`config.mk`:
```
export PLATFORM = sky130hd
export DESIGN_NAME = ct_rom_link
export DESIGN_NICKNAME = d
export VERILOG_FILES = /design/src/rtl/rom_link_pkg.sv /design/src/rtl/ct_rom_link_word_timer.sv /design/src/rtl/ct_rom_link.sv
export SDC_FILE = /design/constraint.sdc
export NUM_CORES = 1
export LEC_CHECK = 0
export CORE_MARGIN = 1.5
export CORE_UTILIZATION = 35
export CTS_CLUSTER_SIZE = 25
export DETAILED_ROUTE_END_ITERATION = 16
export PLACE_DENSITY = 0.64
export SLEW_MARGIN = 20
export SYNTH_ARGS = -nofsm -noshare
export SYNTH_HDL_FRONTEND = slang
export SYNTH_SLANG_ARGS = --single-unit
```
`constraint.sdc`:
```
create_clock -name cph2 -period 4.7 [get_ports cph2]
set_clock_uncertainty 0.2 [all_clocks]
set_input_delay 0.94 -clock cph2 [delete_from_list [all_inputs] [get_ports cph2]]
set_output_delay 0.94 -clock cph2 [all_outputs]
set_load 0.005 [all_outputs]
```
`src/rtl/rom_link_pkg.sv`:
```
// Shared constants and helpers for both ends of the bit-serial ROM bus.
package rom_link_pkg;

  localparam int WORD_LEN = 56;
  localparam int ADR_W    = 8;
  localparam int INST_W   = 10;
  localparam int BT_W     = 6;

  localparam logic [BT_W-1:0] BT_T11       = 6'd11;
  localparam logic [BT_W-1:0] BT_ADR_LOAD  = 6'd18;
  localparam logic [BT_W-1:0] BT_ADR_FIRST = 6'd19;
  localparam logic [BT_W-1:0] BT_ADR_LAST  = 6'd26;
  localparam logic [BT_W-1:0] BT_IS_FIRST  = 6'd45;
  localparam logic [BT_W-1:0] BT_IS_LAST   = 6'd54;
  localparam logic [BT_W-1:0] BT_LAST      = 6'd55;

  typedef enum logic [1:0] {
    PC_HOLD = 2'd0,
    PC_INC  = 2'd1,
    PC_JUMP = 2'd2
  } pc_op_e;

  // Jump outranks run so a halted sequencer can still be redirected.
  function automatic pc_op_e pc_op_sel(input logic jv, input logic run_en);
    pc_op_e op;
    if (jv) begin
      op = PC_JUMP;
    end else if (run_en) begin
      op = PC_INC;
    end else begin
      op = PC_HOLD;
    end
    return op;
  endfunction

  function automatic logic bt_in_window(input logic [BT_W-1:0] bt,
                                        input logic [BT_W-1:0] lo,
                                        input logic [BT_W-1:0] hi);
    return (bt >= lo) && (bt <= hi);
  endfunction

endpackage

```
`src/rtl/ct_rom_link_word_timer.sv`:
```
// Word timer: 0..55 bit-time counter plus the window decodes both bus ends need.
module word_timer
  import rom_link_pkg::*;
(
  input  logic            cph2,
  input  logic            pon,
  output logic [BT_W-1:0] bt,
  output logic            te_adr,
  output logic            te_is,
  output logic            te_t11,
  output logic            te_load,
  output logic            te_last
);

  logic [BT_W-1:0] bt_r;

  // Bit-time counter, wraps at the last bit of the word.
  always_ff @(posedge cph2) begin
    if (pon) begin
      bt_r <= 6'd0;
    end else if (bt_r == BT_LAST) begin
      bt_r <= 6'd0;
    end else begin
      bt_r <= bt_r + 6'd1;
    end
  end

  assign bt      = bt_r;
  assign te_adr  = bt_in_window(bt_r, BT_ADR_FIRST, BT_ADR_LAST);
  assign te_is   = bt_in_window(bt_r, BT_IS_FIRST, BT_IS_LAST);
  assign te_t11  = (bt_r == BT_T11);
  assign te_load = (bt_r == BT_ADR_LOAD);
  assign te_last = (bt_r == BT_LAST);

endmodule

```
`src/rtl/ct_rom_link.sv`:
```
// Control/timing end of the serial ROM bus: sends the PC on ia, collects the
// instruction from is, and advances/holds/jumps the PC once per word.
module ct_rom_link
  import rom_link_pkg::*;
(
  input  logic              cph2,
  input  logic              pon,
  input  logic              run,
  input  logic              jmp_valid,
  input  logic [ADR_W-1:0]  jmp_addr,
  output logic              jmp_ack,
  output logic              ia,
  input  logic              is,
  output logic              sync,
  output logic [BT_W-1:0]   bit_time,
  output logic [ADR_W-1:0]  pc,
  output logic [INST_W-1:0] inst,
  output logic              inst_valid,
  output logic              flag_t11
);

  logic [BT_W-1:0]   bt_s;
  logic              te_adr_s;
  logic              te_is_s;
  logic              te_t11_s;
  logic              te_load_s;
  logic              te_last_s;

  logic [ADR_W-1:0]  adr_sr_r;
  logic [INST_W-1:0] inst_sr_r;
  logic [INST_W-1:0] inst_r;
  logic              inst_valid_r;
  logic              flag_t11_r;
  logic [ADR_W-1:0]  pc_r;
  logic              jmp_ack_r;
  logic [ADR_W-1:0]  pc_nxt_s;
  pc_op_e            pc_op_s;

  word_timer u_word_timer (
    .cph2    (cph2),
    .pon     (pon),
    .bt      (bt_s),
    .te_adr  (te_adr_s),
    .te_is   (te_is_s),
    .te_t11  (te_t11_s),
    .te_load (te_load_s),
    .te_last (te_last_s)
  );

  // Address shifter: captures pc before the send window, then shifts LSB first.
  always_ff @(posedge cph2) begin
    if (pon) begin
      adr_sr_r <= 8'h00;
    end else if (te_load_s) begin
      adr_sr_r <= pc_r;
    end else if (te_adr_s) begin
      adr_sr_r <= {1'b0, adr_sr_r[ADR_W-1:1]};
    end else begin
      adr_sr_r <= adr_sr_r;
    end
  end

  // Instruction deserialiser: first bit received ends up in bit 0.
  always_ff @(posedge cph2) begin
    if (pon) begin
      inst_sr_r <= 10'h000;
    end else if (te_is_s) begin
      inst_sr_r <= {is, inst_sr_r[INST_W-1:1]};
    end else begin
      inst_sr_r <= inst_sr_r;
    end
  end

  // Commit of the received word and the t11 status sample.
  always_ff @(posedge cph2) begin
    if (pon) begin
      inst_r       <= 10'h000;
      inst_valid_r <= 1'b0;
      flag_t11_r   <= 1'b0;
    end else begin
      inst_valid_r <= te_last_s;
      inst_r       <= te_last_s ? inst_sr_r : inst_r;
      flag_t11_r   <= te_t11_s ? is : flag_t11_r;
    end
  end

  // Next-PC selection; only consulted at the word boundary.
  always_comb begin
    pc_op_s  = pc_op_sel(jmp_valid, run);
    pc_nxt_s = pc_r;
    case (pc_op_s)
      PC_JUMP: pc_nxt_s = jmp_addr;
      PC_INC:  pc_nxt_s = pc_r + 8'd1;
      PC_HOLD: pc_nxt_s = pc_r;
      default: pc_nxt_s = pc_r;
    endcase
  end

  // Program counter and jump acknowledge, updated once per word.
  always_ff @(posedge cph2) begin
    if (pon) begin
      pc_r      <= 8'h00;
      jmp_ack_r <= 1'b0;
    end else if (te_last_s) begin
      pc_r      <= pc_nxt_s;
      jmp_ack_r <= jmp_valid;
    end else begin
      pc_r      <= pc_r;
      jmp_ack_r <= 1'b0;
    end
  end

  // ia and sync decode only registered state, so they cannot glitch on inputs.
  assign ia         = te_adr_s & adr_sr_r[0];
  assign sync       = ~te_last_s;
  assign bit_time   = bt_s;
  assign pc         = pc_r;
  assign inst       = inst_r;
  assign inst_valid = inst_valid_r;
  assign flag_t11   = flag_t11_r;
  assign jmp_ack    = jmp_ack_r;

endmodule

```
==> flow_summary_export.csv, run 1 <==
group,metric,value,unit
floorplan,coreArea,5570,µm²
cts,ctsHtreeMaxLevel,2,
hold_path,min-delay-start,"inst_sr_r[0]",
timing,relSlewSlack,0.360,
floorplan,num_rows,27,
critical_path,reg2reg_slack,2.33,ns
floorplan,die_h,79.2,µm
global_route,top_usage_layer,"met2",
critical_path,end_kind,"output port",
synthesis,synth_flop_cell,"dfxtp_1",
timing,fin_crit,3.53,ns
final_layout,drive_gt1_frac,0.0644,
place,dp_hpwl,3.10,mm
hold_path,hold_path_class,"flip-flop to flip-flop",
synthesis,syn_area_per_cell,9.00,µm²
synthesis,synth_top_area_share,0.443,
timing,clock.fmax,283,MHz
timing,min_period_over_period,0.751,
cts,cts_tree,"built",
hold_path,hold_path_depth,2,
timing,setup_viol,0,
route,wl,4.44,mm
global_route,antenna_found_initial,0,
critical_path,start_kind,"flip-flop",
synthesis,syn-cell-area,2030,µm²
synthesis,postSynthCellCount,226,
critical_path,r2r-start,"u_word_timer.bt[0]",
cts,clk_pin_slew,0.09,ns
power_and_ir_drop,power.density,263,nW/µm²
synthesis,synthDistinctLibCells,40,
global_route,use_met3,0.0287,
timing,worstMarginPinSlew,0.957,ns
final_layout,n_antenna_cell,0,
cts,ctsResizeCount,0,
synthesis,synth_edf_count,0,
final_layout,nNetsFinal,281,
global_route,grt_use_met1,0.205,
route,ant_nets,0,
synthesis,ys_async_sr_fraction,0,
critical_path,r2r-end,"pc[4]",
power_and_ir_drop,total_power,682,µW
route,wl_per_cell,13.2,µm
global_route,grt_pass1_vias,1631,
cts,hold_buffers,0,
timing,rsz0062_at_grt,"no",
place,gp_congestion,0.773,
global_route,grt_max_degree,29,
power_and_ir_drop,p_leak,0.927,nW
synthesis,synth_area_leader_cell,"dfxtp_1",
global_route,grt_usage,0.153,
floorplan,io_pins,42,
global_route,overflow,0,
run_status,status,"finished clean",
place,io_buffers,41,
critical_path,crit_start,"u_word_timer.bt[0]",
cts,postCtsSetupRepairBufs,0,
synthesis,synth_nets,244,
route,drt_pass1_iterations,4,
route,drc,0,
final_layout,area_growth,27.6,%
critical_path,worstPathArrival,2.39,ns
route,vias,1716,
critical_path,critPathMaxFanout,9,
run,maxCapViolCount,0,
cts,clock-sinks,45,
cts,root_buffer,"clkbuf_8",
timing,slew_viol_final,0,
synthesis,synth_area_leaders,"dfxtp_1 (44%), mux2i_1 (8.9%), nand2_1 (4.8%)",
timing,setup_tns,0,ns
critical_path,crit_type,"flip-flop to output port",
floorplan,start_util,0.365,
global_route,grt_pass1_wl,7.60,mm
floorplan,dieArea,6280,µm²
global_route,grt_util_met2,0.244,
cts,clock_latency,0.30,ns
route,via_per_inst,5.11,
synthesis,synth_seq_cells,45,
critical_path,reg2regPathDepth,5,
timing,hold_viol_final,0,
floorplan,fp.dieW,79.2,µm
cts,cts_buffers,5,
synthesis,ys_warn_count,0,
critical_path,critPathRequiredTime,3.56,ns
hold_path,min_to,"inst[0]",
power_and_ir_drop,irDropWorstVdd,0.0997,mV
cts,cts.path.max_buffers,2,
route,drtIter0Drc,63,
synthesis,seq_area_frac_synth,0.443,
==> power by group <==
group,switching [mW],internal [mW]
Clock,0.143,0.107
Sequential,0.00461,0.383
Combinational,0.0211,0.0227
Total,0.169,0.513
==> logic make-up after synthesis <==
logic type / count (synthesis) / synth area share
mux: 18 / 0.0886
simple gates: 87 / 0.218
flops: 45 / 0.443
xor+xnor: 3 / 0.0129
fa+ha+maj: 5 / 0.0308
buf+inv: 20 / 0.0424
compound gates: 48 / 0.165
==> through the flow <==
stage	util	cells	hold WS, ns	cell area [µm²]	worst slack (ns)
3_5_place_dp	0.448	328	0.247	2500	1.51
6_report	0.466	336	0.257	2600	1.17
3_3_place_gp	0.448	328	0.245	2500	1.54
2_1_floorplan	-	226	0.232	2030	1.91
4_1_cts	0.465	336	0.260	2590	1.17
5_1_grt	0.466	336	0.283	2600	1.02
==> area by class of cell <==
| class | instances | area [µm²] |
|---|---|---|
| fill | 544 | 2980 |
| multi-input combinational | 161 | 1060 |
| sequential | 45 | 901 |
| timing repair buffer | 44 | 433 |
| tap | 72 | 90.1 |
| clock buffer | 5 | 68.8 |
| clock inverter | 3 | 25.0 |
| inverter | 6 | 22.5 |
==> worst max-delay path by stage <==
stage          slack, ns  cells after the start  to
2_1_floorplan       1.91                      4  ia
3_3_place_gp        1.54                      6  ia
3_5_place_dp        1.51                      6  ia
4_1_cts             1.17                      6  ia
5_1_grt             1.02                      6  ia
6_report            1.17                      6  ia
==> metal layers <==
| metal | share of wire | vias to the layer above |
|---|---|---|
| li1 | - | 881 |
| met1 | 0.47 | 789 |
| met2 | 0.47 | 39 |
| met3 | 0.047 | 7 |
| met4 | 0.017 | 0 |
| met5 | 0 | - |
==> registers in the layout, summed over array words and instances (netlist names) <==
register / flops
inst: 10
inst_sr_r: 10
adr_sr_r: 8
pc: 8
u_word_timer.bt: 6
flag_t11: 1
inst_valid: 1
jmp_ack: 1
==> critical path: stages, from the launching register on <==
cell             delay [ns]
dfxtp_1                0.45
ha_1                   0.32
nor3_1                 0.11
a2111oi_4              0.33
buf_4                  0.24
and2_2                 0.15
clkdlybuf4s50_1        0.48
==> placed cells by master (no fill, tap or decap), types with 2 or more instances in the layout <==
cell type        Yosys  routed
dfxtp_1             45      45
clkdlybuf4s50_1      0      41
nand2_1             26      26
mux2i_1             18      18
a21oi_1             16      16
nor2_1              14      14
nand2b_1            14      14
nor3_1              10       9
a211oi_1             9       9
inv_1                6       6
nand3_1              5       5
o21ai_0              6       5
nand4_1              5       5
ha_1                 5       5
clkbuf_8             0       5
nor2b_1              4       4
o21a_1               4       4
buf_4                0       3
o22ai_1              2       2
nor3b_1              2       2
a311oi_1             2       2
xnor2_1              2       2
==> cell usage after synthesis (2+ instances only) <==
library cell	count
clkbuf_1	8
nor2b_1	4
a311oi_1	2
buf_2	3
a21oi_1	16
o22ai_1	2
nor3_1	10
o21a_1	4
nand3_1	5
a211oi_1	9
nand2_1	26
nor2_1	14
ha_1	5
o21ai_0	6
nand2b_1	14
inv_1	6
mux2i_1	18
nand4_1	5
buf_1	2
xnor2_1	2
dfxtp_1	45
nor3b_1	2
(Power assumes the default switching activity.)
==> inputs of run 2 (changes only) <==
==> constraint.sdc (replaced) <==
create_clock -name cph2 -period 3.4 [get_ports cph2]
set_clock_uncertainty 0.2 [all_clocks]
set_input_delay 0.68 -clock cph2 [delete_from_list [all_inputs] [get_ports cph2]]
set_output_delay 0.68 -clock cph2 [all_outputs]
set_load 0.005 [all_outputs]
==> run 2 against run 1 <==
- sequential power is 38% higher
- total power is 38% higher
- combinational power is 45% higher
- flip-flop and latch count stayed put
- clock-buffer cell count stayed put
- via count is 0.52% higher
- worst hold slack hardly changed
- highest routed layer unchanged
==> flow_summary_export.csv, run 2 (synthesis gave the netlist of run 1 again) <==
group,metric,value,unit
critical_path,reg2reg_slack,1.22,ns
route,wl,4.61,mm
global_route,grt_pass1_wl,7.74,mm
cts,postCtsSetupRepairBufs,0,
cts,root_buffer,"clkbuf_8",
timing,fin_crit,3.15,ns
critical_path,crit_type,"flip-flop to output port",
timing,worstMarginPinSlew,0.637,ns
hold_path,min-delay-start,"inst[6]",
floorplan,coreArea,5570,µm²
power_and_ir_drop,sw_frac_of_total,0.246,
place,io_buffers,41,
route,drt_pass1_iterations,4,
timing,setup_tns,0,ns
global_route,antenna_found_initial,0,
cts,clock-sinks,45,
route,wl_per_cell,13.5,µm
critical_path,crit_chain,"ha_1 -> nor3_1 -> a2111oi_4 -> and2_2 -> clkdlybuf4s50_1",
timing,setup_viol,0,
run_status,status,"finished clean",
critical_path,start_kind,"flip-flop",
final_layout,layout.cells.most_common_list,"dfxtp_1 (45), clkdlybuf4s50_1 (41), nand2_1 (26), mux2i_1 (18), a21oi_1 (16)",
floorplan,die_h,79.2,µm
power_and_ir_drop,p_sw,232,µW
global_route,grt_pass1_vias,1672,
route,drc,0,
timing,slew_viol_final,0,
critical_path,worstPathArrival,2.27,ns
route,vias,1725,
route,via_per_inst,5.07,
power_and_ir_drop,p_leak,0.946,nW
cts,ctsResizeCount,0,
floorplan,dieArea,6280,µm²
critical_path,critPathMaxFanout,7,
final_layout,nNetsFinal,285,
critical_path,r2r-start,"u_word_timer.bt[0]",
run,maxCapViolCount,0,
floorplan,start_util,0.365,
critical_path,critPathTopFamily,"buffers and inverters",
final_layout,drive_gt1_frac,0.0746,
place,gp_congestion,0.794,
critical_path,critPathRequiredTime,2.52,ns
floorplan,num_rows,27,
timing,relSlewSlack,0.574,
final_layout,n_antenna_cell,0,
critical_path,path_buf_inv,1,
timing,min_period_over_period,0.926,
final_layout,area_growth,28.9,%
cts,ctsHtreeMaxLevel,2,
place,placed_area,2530,µm²
cts,hold_buffers,0,
cts,clk_pin_slew,0.09,ns
route,ant_nets,0,
critical_path,slowest_stage,"clkdlybuf4s50_1",
route,drtIter0Drc,131,
critical_path,reg2regPathDepth,6,
timing,hold_viol_final,0,
timing,hold_ws,0.257,ns
critical_path,worst_path_largest_cell_delay,0.49,ns
hold_path,hold_path_class,"flip-flop to flip-flop",
critical_path,r2r-end,"pc[7]",
cts,clock_latency,0.30,ns
global_route,grt_usage,0.156,
cts,cts_tree,"built",
place,dp_hpwl,3.24,mm
final_layout,final_common_cell,"dfxtp_1",
timing,rsz0062_at_grt,"no",
critical_path,end_kind,"output port",
power_and_ir_drop,seq_power_share,0.568,
timing,clock.fmax,317,MHz
power_and_ir_drop,intPower,711,µW
hold_path,min_to,"inst[6]",
power_and_ir_drop,power.density,360,nW/µm²
global_route,grt_max_degree,20,
power_and_ir_drop,irDropWorstVdd,0.205,mV
hold_path,hold_path_depth,2,
power_and_ir_drop,clkPwrFrac,0.365,
global_route,overflow,0,
power_and_ir_drop,power_frac_comb,0.067,
cts,cts.path.max_buffers,2,
floorplan,fp.dieW,79.2,µm
final_layout,fin_area,2620,µm²
floorplan,io_pins,42,
cts,cts_buffers,5,
==> run 2: cell count changes in the layout (fill, tap and decap cells not counted) <==
cell     change
buf_4        +4
o21ai_1      +1
o21ai_2      -1
==> run 2: worst max path at each step <==
stage	startpoint	to	slack (ns)	cells after the start
after global routing	u_word_timer.bt[1]	ia	0.11	5
after global placement	u_word_timer.bt[0]	ia	0.63	5
after CTS	u_word_timer.bt[0]	ia	0.25	5
final	u_word_timer.bt[0]	ia	0.25	5
after detailed placement	u_word_timer.bt[0]	ia	0.60	5
after floorplan	u_word_timer.bt[0]	ia	0.87	4
==> run 2: layout make-up <==
cell class	instances	area, µm²
Tap cell	72	90.1
Fill cell	552	2950
Timing Repair Buffer	48	463
Inverter	6	22.5
Clock inverter	3	25.0
Sequential cell	45	901
Multi-Input combinational cell	161	1050
Clock buffer	5	68.8
==> run 2: metal layers <==
layer	GRT usage	wire length, µm	up-vias
li1	-	-	896
met1	0.207	2210	784
met2	0.241	2090	39
met3	0.0437	238	6
met4	0.0561	67	0
met5	0	0	-
==> run 2: power groups by stage <==
| stage | clock, mW | sequential, mW | combinational, mW |
|---|---|---|---|
| after floorplan | 0 | 0.546 | 0.0360 |
| after global placement | 0 | 0.548 | 0.0638 |
| after detailed placement | 0 | 0.548 | 0.0632 |
| after CTS | 0.356 | 0.536 | 0.0639 |
| after global routing | 0.375 | 0.537 | 0.0702 |
| final | 0.344 | 0.536 | 0.0635 |
==> run 2: through the flow <==
stage	util	setup WS, ns	power, mW	std cells
after floorplan	-	0.866	0.582	226
after global placement	0.454	0.632	0.611	332
after detailed placement	0.454	0.600	0.611	332
after CTS	0.470	0.252	0.955	340
after global routing	0.470	0.107	0.982	340
final	0.470	0.250	0.943	340
==> run 2: tightest hold or removal path: cells and delay by family (launching register included) <==
family           cells  cell delay [ns]
flip-flops           1             0.32
AO/OA/AOI/OAI        1             0.05
AND/OR/NAND/NOR      1             0.05
==> inputs of run 3 (changes only) <==
--- a/config.mk
+++ b/config.mk
@@ -9,6 +9,7 @@
 export CORE_UTILIZATION = 35
 export CTS_CLUSTER_SIZE = 25
 export DETAILED_ROUTE_END_ITERATION = 16
+export MAX_ROUTING_LAYER = met4
 export PLACE_DENSITY = 0.64
 export SLEW_MARGIN = 20
 export SYNTH_ARGS = -nofsm -noshare
==> run 3 against run 2 <==
- clock power is essentially flat
- maximum frequency is essentially flat
- combinational power barely moved
- sequential power about the same
- cell count unchanged
- clock-buffer cell count did not move
- non-clock buffer count unchanged
- via count did not move
- critical path type unchanged
- die area did not move
==> flow_summary_export.csv, run 3 (synthesis gave the netlist of run 1 again) <==
group,metric,value,unit
critical_path,crit_chain,"ha_1 -> nor3_1 -> a2111oi_4 -> and2_2 -> clkdlybuf4s50_1",
global_route,antenna_found_initial,0,
power_and_ir_drop,clkPwrFrac,0.367,
place,placed_area,2530,µm²
route,drt_pass1_iterations,4,
cts,cts.path.max_buffers,2,
route,drc,0,
power_and_ir_drop,intPower,711,µW
floorplan,start_util,0.365,
critical_path,path_buf_inv,1,
critical_path,start_kind,"flip-flop",
global_route,overflow,0,
timing,hold_viol_final,0,
timing,min_period_over_period,0.926,
power_and_ir_drop,power_frac_comb,0.067,
floorplan,io_pins,42,
final_layout,fin_area,2620,µm²
cts,clock-sinks,45,
route,drtIter0Drc,127,
cts,postCtsSetupRepairBufs,0,
final_layout,area_growth,28.9,%
floorplan,coreArea,5570,µm²
route,via_per_inst,5.07,
final_layout,layout.cells.most_common_list,"dfxtp_1 (45), clkdlybuf4s50_1 (41), nand2_1 (26), mux2i_1 (18), a21oi_1 (16)",
critical_path,critPathTopFamily,"buffers and inverters",
cts,cts_buffers,5,
hold_path,hold_path_class,"flip-flop to flip-flop",
final_layout,final_common_cell,"dfxtp_1",
floorplan,dieArea,6280,µm²
critical_path,reg2regPathDepth,6,
global_route,grt_max_degree,20,
power_and_ir_drop,seq_power_share,0.566,
critical_path,worstPathArrival,2.27,ns
floorplan,fp.dieW,79.2,µm
place,dp_hpwl,3.24,mm
global_route,grt_usage,0.160,
timing,fin_crit,3.15,ns
power_and_ir_drop,irDropWorstVdd,0.205,mV
hold_path,hold_path_depth,2,
timing,setup_tns,0,ns
global_route,grt_pass1_vias,1668,
timing,setup_viol,0,
floorplan,die_h,79.2,µm
critical_path,worst_path_largest_cell_delay,0.49,ns
final_layout,n_antenna_cell,0,
timing,worstMarginPinSlew,0.640,ns
cts,clk_pin_slew,0.09,ns
place,io_buffers,41,
route,vias,1725,
route,wl_per_cell,13.5,µm
power_and_ir_drop,p_leak,0.946,nW
critical_path,slowest_stage,"clkdlybuf4s50_1",
cts,ctsHtreeMaxLevel,2,
timing,hold_ws,0.257,ns
route,ant_nets,0,
critical_path,crit_type,"flip-flop to output port",
cts,ctsResizeCount,0,
power_and_ir_drop,sw_frac_of_total,0.249,
run_status,status,"finished clean",
floorplan,num_rows,27,
cts,root_buffer,"clkbuf_8",
cts,clock_latency,0.30,ns
cts,hold_buffers,0,
timing,relSlewSlack,0.572,
power_and_ir_drop,total_power,947,µW
final_layout,drive_gt1_frac,0.0746,
power_and_ir_drop,p_sw,235,µW
critical_path,critPathRequiredTime,2.52,ns
final_layout,nNetsFinal,285,
timing,rsz0062_at_grt,"no",
run,maxCapViolCount,0,
timing,clock.fmax,317,MHz
critical_path,path_depth,5,
critical_path,critPathMaxFanout,7,
timing,slew_viol_final,0,
route,wl,4.61,mm
global_route,grt_pass1_wl,7.76,mm
power_and_ir_drop,power.density,361,nW/µm²
final_layout,final_core_util,0.470,
place,gp_congestion,0.805,
critical_path,end_kind,"output port",
cts,cts_tree,"built",
run 3: cell counts in the layout (fill, tap and decap cells not counted):
Identical to the previous run, type by type.
run 3: power groups by stage:
stage,clock [mW],sequential [mW],combinational (mW)
floorplan,0,0.546,0.0360
global placement,0,0.548,0.0638
detailed placement,0,0.548,0.0632
CTS,0.356,0.536,0.0639
global route,0.376,0.537,0.0702
finish,0.347,0.536,0.0635
run 3: cell type report:
type                       instances  area [µm²]
multi-input combinational        161        1050
clock inverter                     3        25.0
timing repair buffer              48         463
fill                             552        2950
sequential                        45         901
clock buffer                       5        68.8
tap                               72        90.1
inverter                           6        22.5
run 3: worst min-delay path: stages (launching register included):
cell and delay (ns):
dfxtp_1 0.32, nand2_1 0.05, a21oi_1 0.05
run 3: path summary, 6_finish.rpt:
path,start,end,slack (ns)
max reg2reg,u_word_timer.bt[0],pc[7],1.22
min,inst[4],inst[4],0.26
min reg2reg,inst[4],inst[4],0.26
max,u_word_timer.bt[0],ia,0.25
run 3: metrics by stage:
step / instances / worst slack, ns
global route: 340 / 0.107
detailed placement: 332 / 0.600
CTS: 340 / 0.252
floorplan: 226 / 0.866
global placement: 332 / 0.632
finish: 340 / 0.250
run 3: metal layers:
layer,global-route usage,part of all wire,vias to the layer above
li1,-,-,891
met1,0.209,0.48,790
met2,0.241,0.45,38
met3,0.0414,0.049,6
met4,0.0561,0.014,0
met5,-,0,-
